## config.mk

```make
export PLATFORM = sky130hd
export DESIGN_NAME = sbox2x1_arbiter
export DESIGN_NICKNAME = d
export VERILOG_FILES = /design/src/rtl/sbox_ctrl_pkg.sv /design/src/rtl/burst_counter.sv /design/src/rtl/sbox2x1_arbiter.sv
export SDC_FILE = /design/constraint.sdc
export NUM_CORES = 1
export LEC_CHECK = 0
export BUFFER_PORTS_ARGS = -buffer_cell sky130_fd_sc_hd__clkbuf_2
export CAP_MARGIN = 40
export CORE_MARGIN = 8
export CORE_UTILIZATION = 35
export DETAILED_ROUTE_END_ITERATION = 10
export REMOVE_ABC_BUFFERS = 1
export SETUP_SLACK_MARGIN = 0.5
export SLEW_MARGIN = 40
export SYNTH_ARGS = -nofsm -noshare
export SYNTH_HDL_FRONTEND = slang
export SYNTH_SLANG_ARGS = --single-unit
export TNS_END_PERCENT = 5
```

## constraint.sdc

```tcl
create_clock -name clock -period 2.5 [get_ports clock]
set_input_delay 0 -clock clock [delete_from_list [all_inputs] [get_ports clock]]
set_output_delay 0 -clock clock [all_outputs]
set_load 0.03 [all_outputs]
```

## src/rtl/sbox_ctrl_pkg.sv

```systemverilog
// rtl/sbox_ctrl_pkg.sv - shared state encoding and grant constants for the 2x1 switch-box arbiter
package sbox_ctrl_pkg;

  typedef enum logic [1:0] {
    IDLE   = 2'd0,
    GRANT1 = 2'd1,
    GRANT2 = 2'd2,
    STATIC = 2'd3
  } state_t;

  localparam logic [1:0] GNT_NONE = 2'b00;
  localparam logic [1:0] GNT_P1   = 2'b01;
  localparam logic [1:0] GNT_P2   = 2'b10;

  // Select value 0 means producer 1, 1 means producer 2.
  function automatic logic [1:0] gnt_of_sel(input logic s);
    return s ? GNT_P2 : GNT_P1;
  endfunction

endpackage

```

## src/rtl/burst_counter.sv

```systemverilog
// rtl/burst_counter.sv - per-grant token counter with clear, enable and burst-limit flag
module burst_counter #(
  parameter int MAX_BURST = 16,
  localparam int CNT_W = $clog2(MAX_BURST + 1)
) (
  input  logic i_clk,
  input  logic i_rst_n,
  input  logic i_clear,
  input  logic i_enable,
  output logic o_max_hit
);

  localparam logic [CNT_W-1:0] LAST_SLOT = CNT_W'(MAX_BURST - 1);

  logic [CNT_W-1:0] r_count;

  // High when the current enable is the token that completes the burst.
  assign o_max_hit = i_enable & (r_count == LAST_SLOT);

  always_ff @(posedge i_clk or negedge i_rst_n) begin
    if (!i_rst_n) begin
      r_count <= '0;
    end else if (i_clear) begin
      r_count <= '0;
    end else if (i_enable) begin
      r_count <= r_count + CNT_W'(1);
    end
  end

endmodule

```

## src/rtl/sbox2x1_arbiter.sv

```systemverilog
// rtl/sbox2x1_arbiter.sv - burst-limited round-robin select generator for a 2-to-1 merging switch box
module sbox2x1_arbiter
  import sbox_ctrl_pkg::*;
#(
  parameter int MAX_BURST = 16
) (
  input  logic       clock,
  input  logic       reset,
  input  logic       req1,
  input  logic       req2,
  input  logic       out_write,
  input  logic       out_full_n,
  input  logic       cfg_static,
  input  logic       cfg_sel,
  output logic       sel,
  output logic [1:0] grant,
  output logic       busy
);

  state_t     r_state;
  logic       r_sel;
  logic [1:0] r_grant;
  logic       r_busy;
  logic       r_last;

  state_t     w_state_nxt;
  logic       w_sel_nxt;
  logic [1:0] w_grant_nxt;
  logic       w_last_nxt;
  logic       w_xfer;
  logic       w_in_grant;
  logic       w_cnt_en;
  logic       w_cnt_clear;
  logic       w_max_hit;
  logic       w_own_req;
  logic       w_other_req;
  logic       w_do_grant;
  logic       w_grant_p;

  assign w_xfer      = out_write & out_full_n;
  assign w_in_grant  = (r_state == GRANT1) || (r_state == GRANT2);
  assign w_cnt_en    = w_xfer & w_in_grant;
  assign w_own_req   = (r_state == GRANT2) ? req2 : req1;
  assign w_other_req = (r_state == GRANT2) ? req1 : req2;

  burst_counter #(
    .MAX_BURST (MAX_BURST)
  ) u_burst_counter (
    .i_clk     (clock),
    .i_rst_n   (reset),
    .i_clear   (w_cnt_clear),
    .i_enable  (w_cnt_en),
    .o_max_hit (w_max_hit)
  );

  always_comb begin
    w_state_nxt = r_state;
    w_sel_nxt   = r_sel;
    w_grant_nxt = r_grant;
    w_last_nxt  = r_last;
    w_cnt_clear = 1'b1;
    w_do_grant  = 1'b0;
    w_grant_p   = 1'b0;

    case (r_state)
      IDLE: begin
        if (cfg_static) begin
          w_state_nxt = STATIC;
          w_sel_nxt   = cfg_sel;
          w_grant_nxt = gnt_of_sel(cfg_sel);
        end else if (req1 && req2) begin
          w_do_grant = 1'b1;
          w_grant_p  = ~r_last;
        end else if (req1 || req2) begin
          w_do_grant = 1'b1;
          w_grant_p  = ~req1;
        end else begin
          w_grant_nxt = GNT_NONE;
        end
      end

      GRANT1, GRANT2: begin
        w_cnt_clear = 1'b0;
        // Burst ends on the limit token or the first cycle the owner goes quiet.
        if (w_max_hit || !w_own_req) begin
          w_cnt_clear = 1'b1;
          if (cfg_static) begin
            w_state_nxt = STATIC;
            w_sel_nxt   = cfg_sel;
            w_grant_nxt = gnt_of_sel(cfg_sel);
          end else if (w_other_req) begin
            w_do_grant = 1'b1;
            w_grant_p  = (r_state == GRANT1);
          end else if (w_own_req) begin
            w_do_grant = 1'b1;
            w_grant_p  = (r_state == GRANT2);
          end else begin
            w_state_nxt = IDLE;
            w_grant_nxt = GNT_NONE;
          end
        end
      end

      STATIC: begin
        if (cfg_static) begin
          w_sel_nxt   = cfg_sel;
          w_grant_nxt = gnt_of_sel(cfg_sel);
        end else begin
          w_state_nxt = IDLE;
          w_grant_nxt = GNT_NONE;
        end
      end

      default: begin
        w_state_nxt = IDLE;
        w_grant_nxt = GNT_NONE;
      end
    endcase

    if (w_do_grant) begin
      w_state_nxt = w_grant_p ? GRANT2 : GRANT1;
      w_sel_nxt   = w_grant_p;
      w_grant_nxt = gnt_of_sel(w_grant_p);
      w_last_nxt  = w_grant_p;
    end
  end

  // r_last = 1 out of reset marks producer 2 as most recent, so producer 1 wins the first tie.
  always_ff @(posedge clock or negedge reset) begin
    if (!reset) begin
      r_state <= IDLE;
      r_sel   <= 1'b0;
      r_grant <= GNT_NONE;
      r_busy  <= 1'b0;
      r_last  <= 1'b1;
    end else begin
      r_state <= w_state_nxt;
      r_sel   <= w_sel_nxt;
      r_grant <= w_grant_nxt;
      r_busy  <= (w_state_nxt != IDLE);
      r_last  <= w_last_nxt;
    end
  end

  assign sel   = r_sel;
  assign grant = r_grant;
  assign busy  = r_busy;

endmodule
```

# == Yosys cells after proc, flatten, opt, wreduce, memory -nomap -nowiden ==
# Cells that the tools add are included.
# word_totals
register_bits,12
inputBits,8
out_inout_bits,4
elab_cells,78
# classes
n_addsub,1
eq_ne,9
n_mux,46
n_bitwise,5
n_reduce_logical,11
# ops
operator,n
2-bit two-way mux,18
1-bit two-way mux,21
"4-bit != test, second input constant",4
2-bit case mux with 3 select lines,2
5-bit two-way mux,2
1-bit case mux with 2 select lines,3
"5-bit by 1-bit adder with 5-bit output, second input constant",1
"5-bit by 4-bit == test with 1-bit output, second input constant",1
5-bit AND reduction,1
"2-bit == test, second input constant",2
2-bit nonzero test,2
2-bit OR reduction,2
1-bit AND,3
1-bit logical OR,3
"3-bit != test, second input constant",1
"2-bit by 1-bit == test with 1-bit output, second input constant",1
2-bit logical NOT,1
1-bit NOT,2
1-bit logical AND,1
1-bit logical NOT,1

# == Logic depth before layout (Yosys ltp) ==
# logic_depth
ltp_word,10
mapped_depth,9
depth_no_buf,8

# == Modules after synthesis ==
# Synthesis repeated with hierarchy kept, for this count alone.
# hier_totals
hier_cells,89
hier_area_um2,889.6
# by_module_without_submodules
mod,n_inst,cells_per_inst,area_each_um2
sbox2x1_arbiter,1,65,603.1
burst_counter,1,24,286.5

# == Worst setup path before layout ==
# OpenSTA, ideal clock, no wires.
# synth_timing
path_type,register -> register
start,reg u_burst_counter.r_count[0]
end,"reg r_grant[1], in the netlist grant[1]"
arrival_time_ns,2.071
setup_slack_ns,0.305
path_stages_with_launch,9
period_less_slack_ns,2.195
path_cell_list,dfrtp_1 -> ha_1 -> and3_1 -> ha_1 -> and4_4 -> or3b_1 -> clkbuf_1 -> and3_1 -> a211o_1
# synth_via
elab_chain_cells,7
# synth_lines
item,line_no,source
from (decl),burst_counter.sv:15,logic [CNT_W-1:0] r_count;
from (signal assigned),burst_counter.sv:26,r_count <= r_count + CNT_W'(1);
5-bit by 4-bit == test with 1-bit output (*),burst_counter.sv:18,assign o_max_hit = i_enable & (r_count == LAST_SLOT);
1-bit AND (*),burst_counter.sv:18,
1-bit logical OR (*),sbox2x1_arbiter.sv:85,if (w_max_hit || !w_own_req) begin
1-bit two-way mux,sbox2x1_arbiter.sv:85,
1-bit case mux with 2 select lines,sbox2x1_arbiter.sv:65,case (r_state)
"4-bit != test (no line), or another cell as far along",n/a,
5-bit AND reduction (no line) or 2-bit two-way mux (tied branches),n/a,
to (signal assigned),sbox2x1_arbiter.sv:139,r_grant <= w_grant_nxt;
to (decl),sbox2x1_arbiter.sv:22,logic [1:0] r_grant;
# Mark *: on every way between the ends. The rest lies on a longest branch, timed or not.
# A chain may end at the register's enable or synchronous reset.

# == Final worst setup path ==
# layout_timing
start,reg u_burst_counter.r_count[0]
end,"reg r_grant[0], in the netlist grant[0]"
# The elaborated chain is that of the path after synthesis.

==> impl_metrics.yaml <==
clocking:
  htreeDepth: 1
  ctsLongestPathBuffers: 2
  clk-insertion-delay-late_ns: 0.28
  cts_sinks: 12
  clk_pin_slew_worst_setup_hold_paths_ns: 0.08
  cts_root_buffer: "sky130_fd_sc_hd__clkbuf_4"
  numCtsBuffers: 3
  cts_tree: "done"
drt:
  drt-vias-per-instance: 5.06
  drcViolationCount: 0
  detailroute.via_count: 637
  drt.antenna.violating_nets: 0
  drt_first_iter_violations: 10
  drt-total-wl_um: 1780
  drtPass1Iterations: 5
  route.detailed.wl_per_inst_um: 14.1
setup_path:
  cell_chain_of_the_critical_path: "ha_2, and3_4, ha_4, and4_4, o221ai_4, a2111oi_4, o22ai_1, mux2_4"
  timing.setup.critical_path_class: "register to register"
  internal_reg_to_reg_setup_slack_ns: 0.44
  critical_path.reg2reg.startpoint: "u_burst_counter.r_count[0]"
  ff2ff_path_depth: 8
  worstSetupStartpointType: "register"
  worst_setup_end_kind: "register"
  timing.critical_path.arrival_ns: 2.23
  cpPeakStageDelay_ns: 0.37
  r2r-end: "grant[0]"
  timing.critical_path.required_ns: 2.67
  timing.critical_path.fanout_max: 4
  crit_slowest_cell: "sky130_fd_sc_hd__dfrtp_1"
timing:
  hold_viol: 0
  timing.final.crit_share_pct: 82.4
  final.hold.worst_slack_ns: 0.127
  maxClockFrequency_mhz: 486
  timing.clock.skew_ns: 0.0137
  setup_viol_count_final: 0
  setup_tns_ns: 0
  final.min_clock_period_ns: 2.06
  rsz0062_at_grt: "yes"
  report.final.slew_viol_count: 0
  tightest_slew_ns: 0.306
  timing.max_slew.rel_slack_pct: 79.6
logic_synthesis:
  synthDistinctLibCells: 33
  synth_ff_type: "sky130_fd_sc_hd__dfrtp_1"
  synth.cells.most_frequent: "sky130_fd_sc_hd__dfrtp_1 (11), sky130_fd_sc_hd__nor2_1 (10), sky130_fd_sc_hd__ha_1 (6)"
  edff_count_synth: 0
  synth_sequential_area_ratio_pct: 39.9
  postSynthRegisterBits: 12
  synth_top_area_share_pct: 36.4
  post-synth-top-area-cell: "sky130_fd_sc_hd__dfrtp_1"
  synthXorXnorAreaFrac_pct: 3.48
  postSynth.asyncResetShare_pct: 100
  synth.most_common_cell: "sky130_fd_sc_hd__dfrtp_1"
  share_of_the_synthesized_area_in_compound_gates_ao_oa_aoi_oai_pct: 20.5
  simple_gate_portion_of_the_synthesized_area_pct: 17.7
  syn_area_um2: 756
  avgSynthCellArea_um2: 10.1
  synthCells: 75
  synthAdderAreaFrac_pct: 9.93
  yosys-top-cells-area: "sky130_fd_sc_hd__dfrtp_1 (36%), sky130_fd_sc_hd__ha_1 (9.9%), sky130_fd_sc_hd__nor2_1 (5.0%)"
  dominant_combinational_cell_family_by_area_after_synthesis: "compound AO/OA/AOI/OAI gates"
  yosys_warnings: 0
  synth.mux.area_fraction_pct: 5.46
global_routing:
  first_pass_grt_wire_length_um: 2950
  grt.overflow.total: 0
  antenna_found_initial: 0
  grt_start_max_net_pins: 13
  first_global_vias: 638
  global_route_total_usage_across_every_layer_pct: 9.34
pwr:
  p_leak_uw: 0.000460
  peakVddDrop_mv: 0.516
  pwr_dens_mw_per_mm2: 1170
place:
  finalWeightedCongestion: 0.804
  dp_hpwl_um: 1260
  port-buffer-count: 11
floorplan:
  start_util_pct: 35.5
  pin_count: 12
  placementRows: 17
  floorplan.die.height_um: 62.5
  placeableCoreArea_mm2: 0.00213
  floorplan.die.width_um: 62.5
  design.die.area_mm2: 0.00390
cells_and_area:
  nNetsFinal: 113
  final_layout_size_suffix_gt1_share_pct: 41.8
  antenna-diode-count: 0
  area.growth.synth_to_final_pct: 34.6
flow_run:
  maxCapViolations: 0
min_path:
  holdCritPathClass: "primary input to asynchronous set/reset pin"
run_status:
  run_status: "complete, no violations"
[power by group]
part | switching (uW) | internal (uW) | total, uW
clock | 64.4 | 61.9 | 126
sequential | 45.2 | 266 | 311
combinational | 401 | 349 | 750
total | 510 | 677 | 1190
[layout make-up]
cell class,count,area (um^2)
well taps,28,35.0
inverters,4,15.0
repair buffers,21,133
clock buffers,4,26.3
fillers,211,1110
flip-flops and latches,12,303
multi-input cells,57,505
[metrics by stage]
stage          power [uW]  cells  instance area [um^2]  utilization (%)  setup WS (ns)
4_1_cts              1130    125                   983             46.2          0.464
2_1_floorplan         750     73                   748                -          0.346
3_3_place_gp          924    115                   861             40.5          0.310
5_1_grt              1280    126                  1020             47.8          0.339
6_report             1190    126                  1020             47.8          0.441
3_5_place_dp          924    115                   861             40.5          0.309
[cells in the final DEF (no fill, tap or decap), drive strengths merged, types with 2 or more instances in the layout]
master	count
inv	4
ha	6
o22ai	2
nand2	5
a21oi	5
nor2	10
dfrtp	11
clkbuf	15
and3	4
xor2	2
a21o	2
mux2i	3
buf	9
[timing repair]
item                                    in CTS  in global routing
hold endpoints to repair                    12                  0
hold buffers                                 1                  0
endpoints found under the setup margin       7                  8
gates resized for setup                     10                  5
cloned                                       0                  0
setup buffers                                5                  1
pin swaps                                    9                  0
[worst max path at each step]
stage                                    start       end  slack (ns)  depth (start not counted)
finish              u_burst_counter.r_count[0]  grant[0]        0.44                          8
global route        u_burst_counter.r_count[1]  grant[0]        0.34                          8
CTS                 u_burst_counter.r_count[1]  grant[0]        0.46                          8
detailed placement  u_burst_counter.r_count[0]  grant[0]        0.31                          8
global placement    u_burst_counter.r_count[0]  grant[0]        0.31                          8
floorplan           u_burst_counter.r_count[0]  grant[1]        0.35                          7
[critical path, delay by kind of cell, from the launching register on]
family	cells	cell delay, ns
AO/OA/AOI/OAI	3	0.57
flip-flops	1	0.37
adder cells (fa/ha/maj)	2	0.29
multiplexers	1	0.28
AND/OR/NAND/NOR	2	0.44
[registers in the layout (all words and copies together), names as in the netlist]
register and cells:
u_burst_counter.r_count 5, grant 2, r_state 2, busy 1, r_last 1, sel 1
[layer usage]
metal  track usage [%]  part of all wire, %  vias to the layer above
li1                  -                    -                      316
met2              14.2                   47                       13
met5                 0                    0                        -
met3              2.69                  4.9                        5
met4              6.84                  2.8                        0
met1              10.9                   46                      303
[cells by family (layout without fill, tap and decap cells)]
kind of cell,Yosys count,count (layout)
flops,12,12
simple gates,26,26
xor+xnor,3,3
fa+ha+maj,6,6
compound gates,18,18
mux,4,4
buf+inv,6,29
Power figures use the tool's default switching activity.
